### src/rtl/frame_sequencer_pkg.sv
// Shared types and constants for the shift-register frame sequencer and its
// serial generator (source selection is reused by the generator's output mux).
package frame_sequencer_pkg;

    localparam int SIZESRDYN_DEFAULT  = 16;
    localparam int SIZESRSTAT_DEFAULT = 88;

    localparam logic [1:0] ST_IDLE  = 2'd0;
    localparam logic [1:0] ST_SHIFT = 2'd1;
    localparam logic [1:0] ST_GAP   = 2'd2;

    typedef enum logic {
        SRC_DYN  = 1'b0,
        SRC_STAT = 1'b1
    } src_e;

    function automatic int src_len(input src_e src, input int len_dyn, input int len_stat);
        return (src == SRC_DYN) ? len_dyn : len_stat;
    endfunction

endpackage

### src/rtl/frame_sequencer_if.sv
// Request/select bundle between the frame sequencer and its requesters/generator.
interface frame_sequencer_if;

    logic enable;
    logic req_dyn;
    logic req_stat;
    logic abort;
    logic seldyn;
    logic selstat;
    logic ack_dyn;
    logic ack_stat;
    logic done_dyn;
    logic done_stat;
    logic frame_valid;
    logic busy;

    modport master (
        input  enable, req_dyn, req_stat, abort,
        output seldyn, selstat, ack_dyn, ack_stat, done_dyn, done_stat, frame_valid, busy
    );

    modport slave (
        output enable, req_dyn, req_stat, abort,
        input  seldyn, selstat, ack_dyn, ack_stat, done_dyn, done_stat, frame_valid, busy
    );

endinterface

### src/rtl/frame_sequencer_rr_arbiter2.sv
// Two-input round-robin arbiter; the pointer remembers the last source granted
// and only moves when the caller actually takes the grant.
module rr_arbiter2
    import frame_sequencer_pkg::*;
(
    input  logic       clk,
    input  logic       rst_n,
    input  logic [1:0] req,
    input  logic       update,
    output logic       grant_valid,
    output src_e       grant_src
);

    src_e last_reg;

    always_comb begin
        grant_valid = |req;
        grant_src   = SRC_DYN;
        if (req[SRC_DYN] && req[SRC_STAT]) begin
            grant_src = (last_reg == SRC_DYN) ? SRC_STAT : SRC_DYN;
        end else if (req[SRC_STAT]) begin
            grant_src = SRC_STAT;
        end
    end

    // Reset as "STAT last served" so DYN wins the first tie.
    always_ff @(posedge clk or negedge rst_n) begin
        if (!rst_n) begin
            last_reg <= SRC_STAT;
        end else if (update && grant_valid) begin
            last_reg <= grant_src;
        end
    end

endmodule

### src/rtl/frame_sequencer.sv
// Drives one shift select for a full frame length, then an idle gap; arbitrates
// dynamic vs static requesters round-robin. All outputs are registered.
module frame_sequencer
    import frame_sequencer_pkg::*;
#(
    parameter int SIZESRDYN  = SIZESRDYN_DEFAULT,
    parameter int SIZESRSTAT = SIZESRSTAT_DEFAULT,
    parameter int GAP        = 2,
    parameter int CNTW       = 7
) (
    input  logic              clk,
    input  logic              rst_n,
    frame_sequencer_if.master bus
);

    localparam int GAPW = (GAP > 1) ? $clog2(GAP) : 1;

    logic [1:0]      state_reg, state_next;
    logic [CNTW-1:0] cnt_reg, cnt_next;
    logic [GAPW-1:0] gap_reg, gap_next;
    src_e            src_reg, src_next;

    logic [1:0] req_raw;
    logic [1:0] req_masked;
    logic       grant_valid;
    src_e       grant_src;
    logic       grant_fire;
    logic       frame_end;

    logic [1:0] sel_reg, sel_next;
    logic [1:0] ack_reg, ack_next;
    logic [1:0] done_reg, done_next;
    logic       frame_valid_reg;
    logic       busy_reg, busy_next;

    assign req_raw[SRC_DYN]  = bus.req_dyn;
    assign req_raw[SRC_STAT] = bus.req_stat;

    for (genvar gi = 0; gi < 2; gi++) begin : g_req
        assign req_masked[gi] = bus.enable & req_raw[gi];
    end

    rr_arbiter2 u_arb (
        .clk         (clk),
        .rst_n       (rst_n),
        .req         (req_masked),
        .update      (grant_fire),
        .grant_valid (grant_valid),
        .grant_src   (grant_src)
    );

    assign grant_fire = (state_reg == ST_IDLE) && grant_valid;
    // An abort in the last select cycle still suppresses the completion pulse.
    assign frame_end  = (state_reg == ST_SHIFT) && (cnt_reg == '0) && !bus.abort;

    always_comb begin
        state_next = state_reg;
        cnt_next   = cnt_reg;
        gap_next   = gap_reg;
        src_next   = src_reg;
        case (state_reg)
            ST_IDLE: begin
                if (grant_fire) begin
                    state_next = ST_SHIFT;
                    src_next   = grant_src;
                    cnt_next   = CNTW'(src_len(grant_src, SIZESRDYN, SIZESRSTAT) - 1);
                end
            end
            ST_SHIFT: begin
                if (bus.abort || (cnt_reg == '0)) begin
                    state_next = (GAP == 0) ? ST_IDLE : ST_GAP;
                    gap_next   = GAPW'(GAP - 1);
                    cnt_next   = '0;
                end else begin
                    cnt_next = cnt_reg - 1'b1;
                end
            end
            ST_GAP: begin
                if (gap_reg == '0) begin
                    state_next = ST_IDLE;
                end else begin
                    gap_next = gap_reg - 1'b1;
                end
            end
            default: begin
                state_next = ST_IDLE;
            end
        endcase
    end

    for (genvar gi = 0; gi < 2; gi++) begin : g_src
        assign sel_next[gi]  = (state_next == ST_SHIFT) && (src_next == src_e'(1'(gi)));
        assign ack_next[gi]  = grant_fire && (grant_src == src_e'(1'(gi)));
        assign done_next[gi] = frame_end && (src_reg == src_e'(1'(gi)));
    end

    assign busy_next = (state_next != ST_IDLE);

    always_ff @(posedge clk or negedge rst_n) begin
        if (!rst_n) begin
            state_reg       <= ST_IDLE;
            cnt_reg         <= '0;
            gap_reg         <= '0;
            src_reg         <= SRC_DYN;
            sel_reg         <= '0;
            ack_reg         <= '0;
            done_reg        <= '0;
            frame_valid_reg <= 1'b0;
            busy_reg        <= 1'b0;
        end else begin
            state_reg       <= state_next;
            cnt_reg         <= cnt_next;
            gap_reg         <= gap_next;
            src_reg         <= src_next;
            sel_reg         <= sel_next;
            ack_reg         <= ack_next;
            done_reg        <= done_next;
            frame_valid_reg <= |sel_reg;
            busy_reg        <= busy_next;
        end
    end

    assign bus.seldyn      = sel_reg[SRC_DYN];
    assign bus.selstat     = sel_reg[SRC_STAT];
    assign bus.ack_dyn     = ack_reg[SRC_DYN];
    assign bus.ack_stat    = ack_reg[SRC_STAT];
    assign bus.done_dyn    = done_reg[SRC_DYN];
    assign bus.done_stat   = done_reg[SRC_STAT];
    assign bus.frame_valid = frame_valid_reg;
    assign bus.busy        = busy_reg;

endmodule

### src/flat_wrapper.sv
// flat-port wrapper written by rule: the top's interface ports become plain ports
module frame_sequencer_flat import frame_sequencer_pkg::*;
#(
    parameter int SIZESRDYN  = SIZESRDYN_DEFAULT,
    parameter int SIZESRSTAT = SIZESRSTAT_DEFAULT,
    parameter int GAP        = 2,
    parameter int CNTW       = 7
)
  (clk, rst_n, bus_enable, bus_req_dyn, bus_req_stat, bus_abort, bus_seldyn, bus_selstat, bus_ack_dyn, bus_ack_stat, bus_done_dyn, bus_done_stat, bus_frame_valid, bus_busy);
  frame_sequencer_if bus_i ();
  input  logic clk;
  input  logic rst_n;
  input wire logic [$bits(bus_i.enable)-1:0] bus_enable;
  input wire logic [$bits(bus_i.req_dyn)-1:0] bus_req_dyn;
  input wire logic [$bits(bus_i.req_stat)-1:0] bus_req_stat;
  input wire logic [$bits(bus_i.abort)-1:0] bus_abort;
  output wire logic [$bits(bus_i.seldyn)-1:0] bus_seldyn;
  output wire logic [$bits(bus_i.selstat)-1:0] bus_selstat;
  output wire logic [$bits(bus_i.ack_dyn)-1:0] bus_ack_dyn;
  output wire logic [$bits(bus_i.ack_stat)-1:0] bus_ack_stat;
  output wire logic [$bits(bus_i.done_dyn)-1:0] bus_done_dyn;
  output wire logic [$bits(bus_i.done_stat)-1:0] bus_done_stat;
  output wire logic [$bits(bus_i.frame_valid)-1:0] bus_frame_valid;
  output wire logic [$bits(bus_i.busy)-1:0] bus_busy;
  assign bus_i.enable = bus_enable;
  assign bus_i.req_dyn = bus_req_dyn;
  assign bus_i.req_stat = bus_req_stat;
  assign bus_i.abort = bus_abort;
  assign bus_seldyn = bus_i.seldyn;
  assign bus_selstat = bus_i.selstat;
  assign bus_ack_dyn = bus_i.ack_dyn;
  assign bus_ack_stat = bus_i.ack_stat;
  assign bus_done_dyn = bus_i.done_dyn;
  assign bus_done_stat = bus_i.done_stat;
  assign bus_frame_valid = bus_i.frame_valid;
  assign bus_busy = bus_i.busy;
  frame_sequencer #(.SIZESRDYN(SIZESRDYN), .SIZESRSTAT(SIZESRSTAT), .GAP(GAP), .CNTW(CNTW)) u_core (.clk(clk), .rst_n(rst_n), .bus(bus_i));
endmodule
### config.mk
export PLATFORM = sky130hd
export DESIGN_NAME = frame_sequencer_flat
export DESIGN_NICKNAME = d
export VERILOG_FILES = /design/src/rtl/frame_sequencer_pkg.sv /design/src/rtl/frame_sequencer_if.sv /design/src/rtl/frame_sequencer_rr_arbiter2.sv /design/src/rtl/frame_sequencer.sv /design/src/flat_wrapper.sv
export SDC_FILE = /design/constraint.sdc
export NUM_CORES = 1
export LEC_CHECK = 0
export ABC_CLOCK_PERIOD_IN_PS = 2300
export CAP_MARGIN = 20
export CORE_MARGIN = 2
export CORE_UTILIZATION = 52
export CTS_CLUSTER_SIZE = 16
export DETAILED_ROUTE_END_ITERATION = 7
export PLACE_DENSITY_LB_ADDON = 0.25
export SETUP_SLACK_MARGIN = 0.2
export SLEW_MARGIN = 20
export SYNTH_ARGS = -nofsm -noshare
export SYNTH_HDL_FRONTEND = slang
export SYNTH_HIERARCHICAL = 1
export SYNTH_SLANG_ARGS = --single-unit
### constraint.sdc
create_clock -name clk -period 2.3 [get_ports clk]
set_input_delay 0.23 -clock clk [delete_from_list [all_inputs] [get_ports clk]]
set_output_delay 0.23 -clock clk [all_outputs]
set_load 0.01 [all_outputs]
==> results.md, run 1 <==
* Status: completed
* Worst hold path class: input port to async pin
* Period utilization at 84.73%
* Post-placement cell area at 1165 um^2
* Via density at 5.803
* DRT antenna net count at 0
* CP max FO at 8
* Synth async-reset ratio at 100.0%
* Drt total wl at 1.831 mm
* Largest net degree at the start of global routing at 21
* H-tree levels at 1
* Fillers at 156
* Least-Margin Pin Slew at 437.2 ps
* Worst-path clk slew at 110 ps
* Syn avg cell area at 10.45 um^2
* Commonest non-fill, non-tap cell in the layout: dfrtp_1
* Crit path DAT at 2120 ps
* Final hold viol count at 0
* Clock buffer depth at 2
* Max FFs per register at 7
* CP required at 2470 ps
* Clock skew at 14.56 ps
* CTS buffer count at 3
* Synth Instances at 96
* Drt drc at 0
* Synth Area in Compound Gates at 22.69%
* Initial core utilization at 56.88%
* Distinct cells, synth at 43
* Cell Area, Synth at 1003 um^2
* MaxCap Viol Count at 0
* Die area at 2297 um^2
* CP Capture Type: flop
* # diodes at 0
* Global route overflow at 0
* Root Buffer: clkbuf_4
* Slowest-stage cell, CP: or4b_1
* Fin Setup TNS at 0 ps
* Most frequent cells in the layout: 19 x dfrtp_1, 13 x clkdlybuf4s50_1, 6 x o21ai_1, 6 x inv_1, 6 x nand2_1
* GPL Wtd Cong at 0.8211
* PwrDens at 1066 nW/um^2
* Setup bufs post-CTS at 0
* Clock sink count at 20
* Critical path's largest stage delay at 650 ps
* Total Routing Usage GR at 20.00%
* Worst R2R Path Depth at 5
* Global-route wire length before repair at 3.098 mm
* Startpoint types: flop
* Synth Warn # at 6
* Vias in the first global route at 697
* Hold buffers post-CTS at 0
* Final min period at 1949 ps
* Avg WL per Cell at 13.36 um
* Crit path from: u_core/cnt_reg[0]$_DFFE_PN0P_
* Via count at 795
* Normalized max-slew margin at 70.79%
* Synth Area in XOR/XNOR at 0%
* Share of cells above drive strength 1 at 14.29%
* Largest family of logic cells by synthesized area: compound AO/OA/AOI/OAI gates
* Post-synthesis mux area share at 0%
* Sequential element share of the synthesized area at 50.00%
* Drt first pass iters at 4
* Buffers plus inverters on the worst setup path at 1
* Resize count post-CTS at 0
* Layout area overhead at 18.70%
* Number of synthesized flops with an enable pin at 0
* Critical path cell sequence: inv_1 > ha_1 > or4b_1 > o21ai_4 > o22ai_1
* Unrepaired setup endpoints after global routing: no
* # rows at 15
* Ys flop type: dfrtp_1
* Final Cell Area at 1191 um^2
* Maximum VDD drop at 675.5 uV
* Die width at 47.93 um
* Clk Latency, worst-skew pair at 300 ps
* Post-layout net count at 120
* Crit Path Class: flop to flop
* I/O Buffers at 13
* Die H at 47.93 um
* Initial antenna violation count at 0
* Synth Area in Adders at 1.247%
* Pleak at 0.5091 nW
* Synthesized Nets at 103
* Dpl hpwl at 1.345 mm
* Post-Synth Simple-Gate Area at 21.95%
* FF+latch count, synth at 20
* I/O Pins at 14
* TritonCTS clock tree: built
* DRT iter0 DRCs at 24
* Stages on the worst setup path at 5
* Largest delay share family, worst path: simple AND/OR/NAND/NOR gates
* Worst r2r src: u_core/cnt_reg[0]$_DFFE_PN0P_
* Final slew viol count at 0
* Core region area at 1764 um^2
* FMAX at 513.2 MHz
* Setup violations, final at 0
## stage by stage
step           total power [mW]  worst slack (ps)  utilization (%)  cells  hold WS (ps)
2_1_floorplan            0.9336             658.2                -     96        -65.59
3_3_place_gp              1.096             426.0            66.03    133         435.0
3_5_place_dp              1.110             336.6            66.03    133         455.7
4_1_cts                   1.278             367.3            67.52    137         252.4
5_1_grt                   1.384             247.7            67.52    137         281.0
6_report                  1.270             351.3            67.52    137         256.0
## where the power goes
group | switching, mW | internal (mW) | total [mW]
registers | 0.131 | 0.481 | 0.612
clock network | 0.0986 | 0.0675 | 0.166
logic | 0.247 | 0.244 | 0.492
total | 0.477 | 0.793 | 1.27
## cells by family after synthesis
family                     after synthesis
adders and majority gates                1
buffers and inverters                   10
and+or+nand+nor                         33
DFF                                     20
AOI/OAI and AO/OA                       32
## per-layer routing
layer / vias up / GRT usage (%) / wire [um]
met5: - / 0 / 0
met4: 0 / 9.730 / 19
met3: 4 / 2.264 / 112
met2: 30 / 29.60 / 878
met1: 373 / 29.05 / 820
li1: 388 / - / -
## synthesized netlist by cell type (2+ instances only)
cell | n | area share, %
dfrtp_1 | 19 | 47
inv_1 | 6 | 2.2
nand2_1 | 6 | 2.2
o21ai_1 | 6 | 3.0
a21oi_1 | 4 | 2.0
nor2_1 | 4 | 1.5
a22oi_1 | 3 | 2.2
nor2b_1 | 3 | 1.9
o21ai_0 | 3 | 1.5
a31oi_1 | 2 | 1.2
and2_1 | 2 | 1.2
clkbuf_1 | 2 | 0.75
nor4_2 | 2 | 2.5
nor4b_1 | 2 | 1.7
o211ai_1 | 2 | 1.5
or2_2 | 2 | 1.2
or3b_1 | 2 | 1.7
## final timing paths
path                                                          end  slack [ps]
worst max register to register        u_core/sel_reg[0]$_DFF_PN0_         350
worst max-delay path                  u_core/sel_reg[0]$_DFF_PN0_         350
worst min register to register       u_core/done_reg[0]$_DFF_PN0_         470
worst min-delay path                u_core/cnt_reg[5]$_DFFE_PN0P_         260
min in group clk                     u_core/done_reg[0]$_DFF_PN0_         470
max in group asynchronous       u_core/u_arb/last_reg$_DFFE_PN1P_        1760
## final cells by class
class	instances	area (um^2)	share of cell area [%]
multi-input cells	66	460.4	38.66
repair buffers	15	145.1	12.18
flip-flops and latches	20	501.7	42.12
clock buffers	4	26.28	2.206
inverters	7	26.28	2.206
well taps	25	31.28	2.626
Power figures use the tool's default switching activity.
==> run 2: changes to the inputs <==
--- a/config.mk
+++ b/config.mk
@@ -5,10 +5,10 @@
 export SDC_FILE = /design/constraint.sdc
 export NUM_CORES = 1
 export LEC_CHECK = 0
-export ABC_CLOCK_PERIOD_IN_PS = 2300
+export ABC_CLOCK_PERIOD_IN_PS = 1750
 export CAP_MARGIN = 20
 export CORE_MARGIN = 2
-export CORE_UTILIZATION = 52
+export CORE_UTILIZATION = 47
 export CTS_CLUSTER_SIZE = 16
 export DETAILED_ROUTE_END_ITERATION = 7
 export PLACE_DENSITY_LB_ADDON = 0.25
==> constraint.sdc (replaced) <==
create_clock -name clk -period 1.75 [get_ports clk]
set_input_delay 0.175 -clock clk [delete_from_list [all_inputs] [get_ports clk]]
set_output_delay 0.175 -clock clk [all_outputs]
set_load 0.01 [all_outputs]
==> run 2 against run 1 <==
Hold slack lost 62 ps. Final cell count up 12%. Critical path depth is 2 higher. Maximum frequency rose by 16%. Sequential share of layout area decreased by 5.9 points. Clock power is 120% higher. First-iteration DRC count fell by 21%. Setup slack got worse by 280 ps. Non-clock buffer count increased by 14. Highest routed layer unchanged. Clock skew decreased by 13 ps. Combinational power increased by 83%.
==> results.md, run 2 (synthesis results as in run 1) <==
* Status: completed (unchanged)
* # rows at 16 (was 15)
* Layout area overhead at 38.28% (was 18.70%)
* Critical path's largest stage delay at 450 ps (was 650 ps)
* I/O Buffers at 13 (unchanged)
* DRT iter0 DRCs at 19 (was 24)
* Max FFs per register at 7 (unchanged)
* Commonest non-fill, non-tap cell in the layout: dfrtp_1 (unchanged)
* Normalized max-slew margin at 74.71% (was 70.79%)
* Register Area at 503.0 um^2 (was 501.7 um^2)
* Clock sink count at 20 (unchanged)
* Final hold viol count at 0 (unchanged)
* Vias in the first global route at 852 (was 697)
* Post-Route Utilization at 70.01% (was 67.52%)
* Startpoint types: flop (unchanged)
* CTS buffer count at 3 (unchanged)
* Footprint of the multi-input gates at 501.7 um^2 (was 460.4 um^2)
* Final min period at 1680 ps (was 1949 ps)
* Via count at 861 (was 795)
* Switch Pwr at 0.7393 mW (was 0.4773 mW)
* Fillers at 149 (was 156)
* Least-Margin Pin Slew at 374.5 ps (was 437.2 ps)
* Crit path DAT at 1860 ps (was 2120 ps)
* CP max FO at 6 (was 8)
* MaxCap Viol Count at 0 (unchanged)
* Pwr Total at 2.083 mW (was 1.270 mW)
* Clock skew at 1.520 ps (was 14.56 ps)
* I/O Pins at 14 (unchanged)
* Initial antenna violation count at 0 (unchanged)
* # diodes at 0 (unchanged)
* H-tree levels at 1 (unchanged)
* Reg power frac at 38.9% (was 48.2%)
* Drt drc at 0 (unchanged)
* Critical path cell sequence: inv_2 > ha_4 > or4b_4 > buf_6 > buf_6 > o21ai_2 > a22oi_2 (was inv_1 > ha_1 > or4b_1 > o21ai_4 > o22ai_1)
* Avg WL per Cell at 14.82 um (was 13.36 um)
* CP most frequent cell: buf_6
* Via density at 5.627 (was 5.803)
* Clk network pwr share at 17.9% (was 13.1%)
* Maximum VDD drop at 900.4 uV (was 675.5 uV)
* FMAX at 595.4 MHz (was 513.2 MHz)
* Global-route wire length before repair at 3.815 mm (was 3.098 mm)
* Drt total wl at 2.268 mm (was 1.831 mm)
* Post-layout net count at 134 (was 120)
* Internal at 1.343 mW (was 0.7927 mW)
* Share of cells above drive strength 1 at 32.54% (was 14.29%)
* CP Capture Type: flop (unchanged)
* Largest net degree at the start of global routing at 21 (unchanged)
* Die width at 50.21 um (was 47.93 um)
* Crit Path Class: flop to flop (unchanged)
* Drt first pass iters at 4 (unchanged)
* Worst-path clk slew at 110 ps (about the same)
* Most frequent cells in the layout: 18 x dfrtp_1, 13 x clkdlybuf4s50_1, 13 x buf_4 (was 19 x dfrtp_1, 13 x clkdlybuf4s50_1, 6 x o21ai_1, 6 x inv_1, 6 x nand2_1)
* Buffers plus inverters on the worst setup path at 3 (was 1)
* Period utilization at 95.98% (was 84.73%)
* Worst hold path class: input port to async pin (unchanged)
* Root Buffer: clkbuf_4 (unchanged)
* Largest delay share family, worst path: simple AND/OR/NAND/NOR gates (unchanged)
* GPL Wtd Cong at 0.8280 (was 0.8211)
* R2R setup slack at 70 ps (was 350 ps)
* Sw Ratio at 35.50% (was 37.58%)
* Placed cell count at 144 (was 133)
* TritonCTS clock tree: built (unchanged)
* Clk Latency, worst-skew pair at 300 ps (about the same)
* Global route overflow at 0 (unchanged)
* Finished Layout Cells at 153 (was 137)
* Pleak at 0.6007 nW (was 0.5091 nW)
* Clock buffer depth at 2 (unchanged)
* Final slew viol count at 0 (unchanged)
* Die H at 50.21 um (was 47.93 um)
* Die area at 2521 um^2 (was 2297 um^2)
* DRT antenna net count at 0 (unchanged)
* Comb pwr share at 43.2% (was 38.7%)
* Setup violations, final at 0 (unchanged)
* Dpl hpwl at 1.576 mm (was 1.345 mm)
* CP required at 1930 ps (was 2470 ps)
* Unrepaired setup endpoints after global routing: yes (was no)
* Slowest-stage cell, CP: or4b_4 (was or4b_1)
* Core region area at 1982 um^2 (was 1764 um^2)
* PwrDens at 1501 nW/um^2 (was 1066 nW/um^2)
* Total Routing Usage GR at 20.23% (was 20.00%)
* Initial core utilization at 50.63% (was 56.88%)
## run 2: per-layer routing
metal  vias up  share of wire, %  track usage (%)
li1        416                 -                -
met1       417                41            24.80
met2        20                52            34.65
met3         8               3.4            2.679
met4         0               3.3            10.19
met5         -                 0                0
## run 2: power by group through the flow
stage / Sequential, mW / Clock (mW) / Combinational (mW)
6_report: 0.809 / 0.373 / 0.900
5_1_grt: 0.835 / 0.401 / 0.996
4_1_cts: 0.798 / 0.386 / 0.829
3_5_place_dp: 0.798 / 0 / 0.764
3_3_place_gp: 0.787 / 0 / 0.740
2_1_floorplan: 0.767 / 0 / 0.465
## run 2: layout make-up
class | count | share of cell area (%)
flip-flops and latches | 20 | 36.25
multi-input cells | 66 | 36.16
repair buffers | 29 | 19.48
well taps | 27 | 2.435
clock inverters | 1 | 2.164
inverters | 7 | 1.894
clock buffers | 3 | 1.623
## run 2: path summary, 6_finish.rpt
path                       depth (start not counted)                           endpoint                           from
max                                                7      u_core/cnt_reg[1]$_DFFE_PN0P_  u_core/cnt_reg[0]$_DFFE_PN0P_
min                                                2       u_core/done_reg[0]$_DFF_PN0_                          rst_n
max reg2reg                                        7      u_core/cnt_reg[1]$_DFFE_PN0P_  u_core/cnt_reg[0]$_DFFE_PN0P_
min in group clk                                   1       u_core/done_reg[0]$_DFF_PN0_       u_core/src_reg$_DFF_PN0_
max in group asynchronous                          2  u_core/u_arb/last_reg$_DFFE_PN1P_                          rst_n
min reg2reg                                        1       u_core/done_reg[0]$_DFF_PN0_       u_core/src_reg$_DFF_PN0_
## run 2: metrics by stage
step                worst slack, ps  instance area [um^2]  hold WS, ps  TNS [ps]
global route                  13.47                  1388        205.7         0
global placement             -19.51                  1237        428.8    -19.51
floorplan                     110.7                  1010       -120.6         0
detailed placement           -85.83                  1237        440.4    -196.8
finish                        70.44                  1388        194.2         0
CTS                           99.64                  1353        188.5         0
## run 2: what timing repair did
| item | CTS | global route |
|---|---|---|
| setup buffers | 3 | 2 |
| endpoints found under the setup margin | 12 | 13 |
| gates resized for setup | 7 | 6 |
| pin swaps | 9 | 5 |
| cloned | 0 | 0 |
| hold buffers | 0 | 0 |
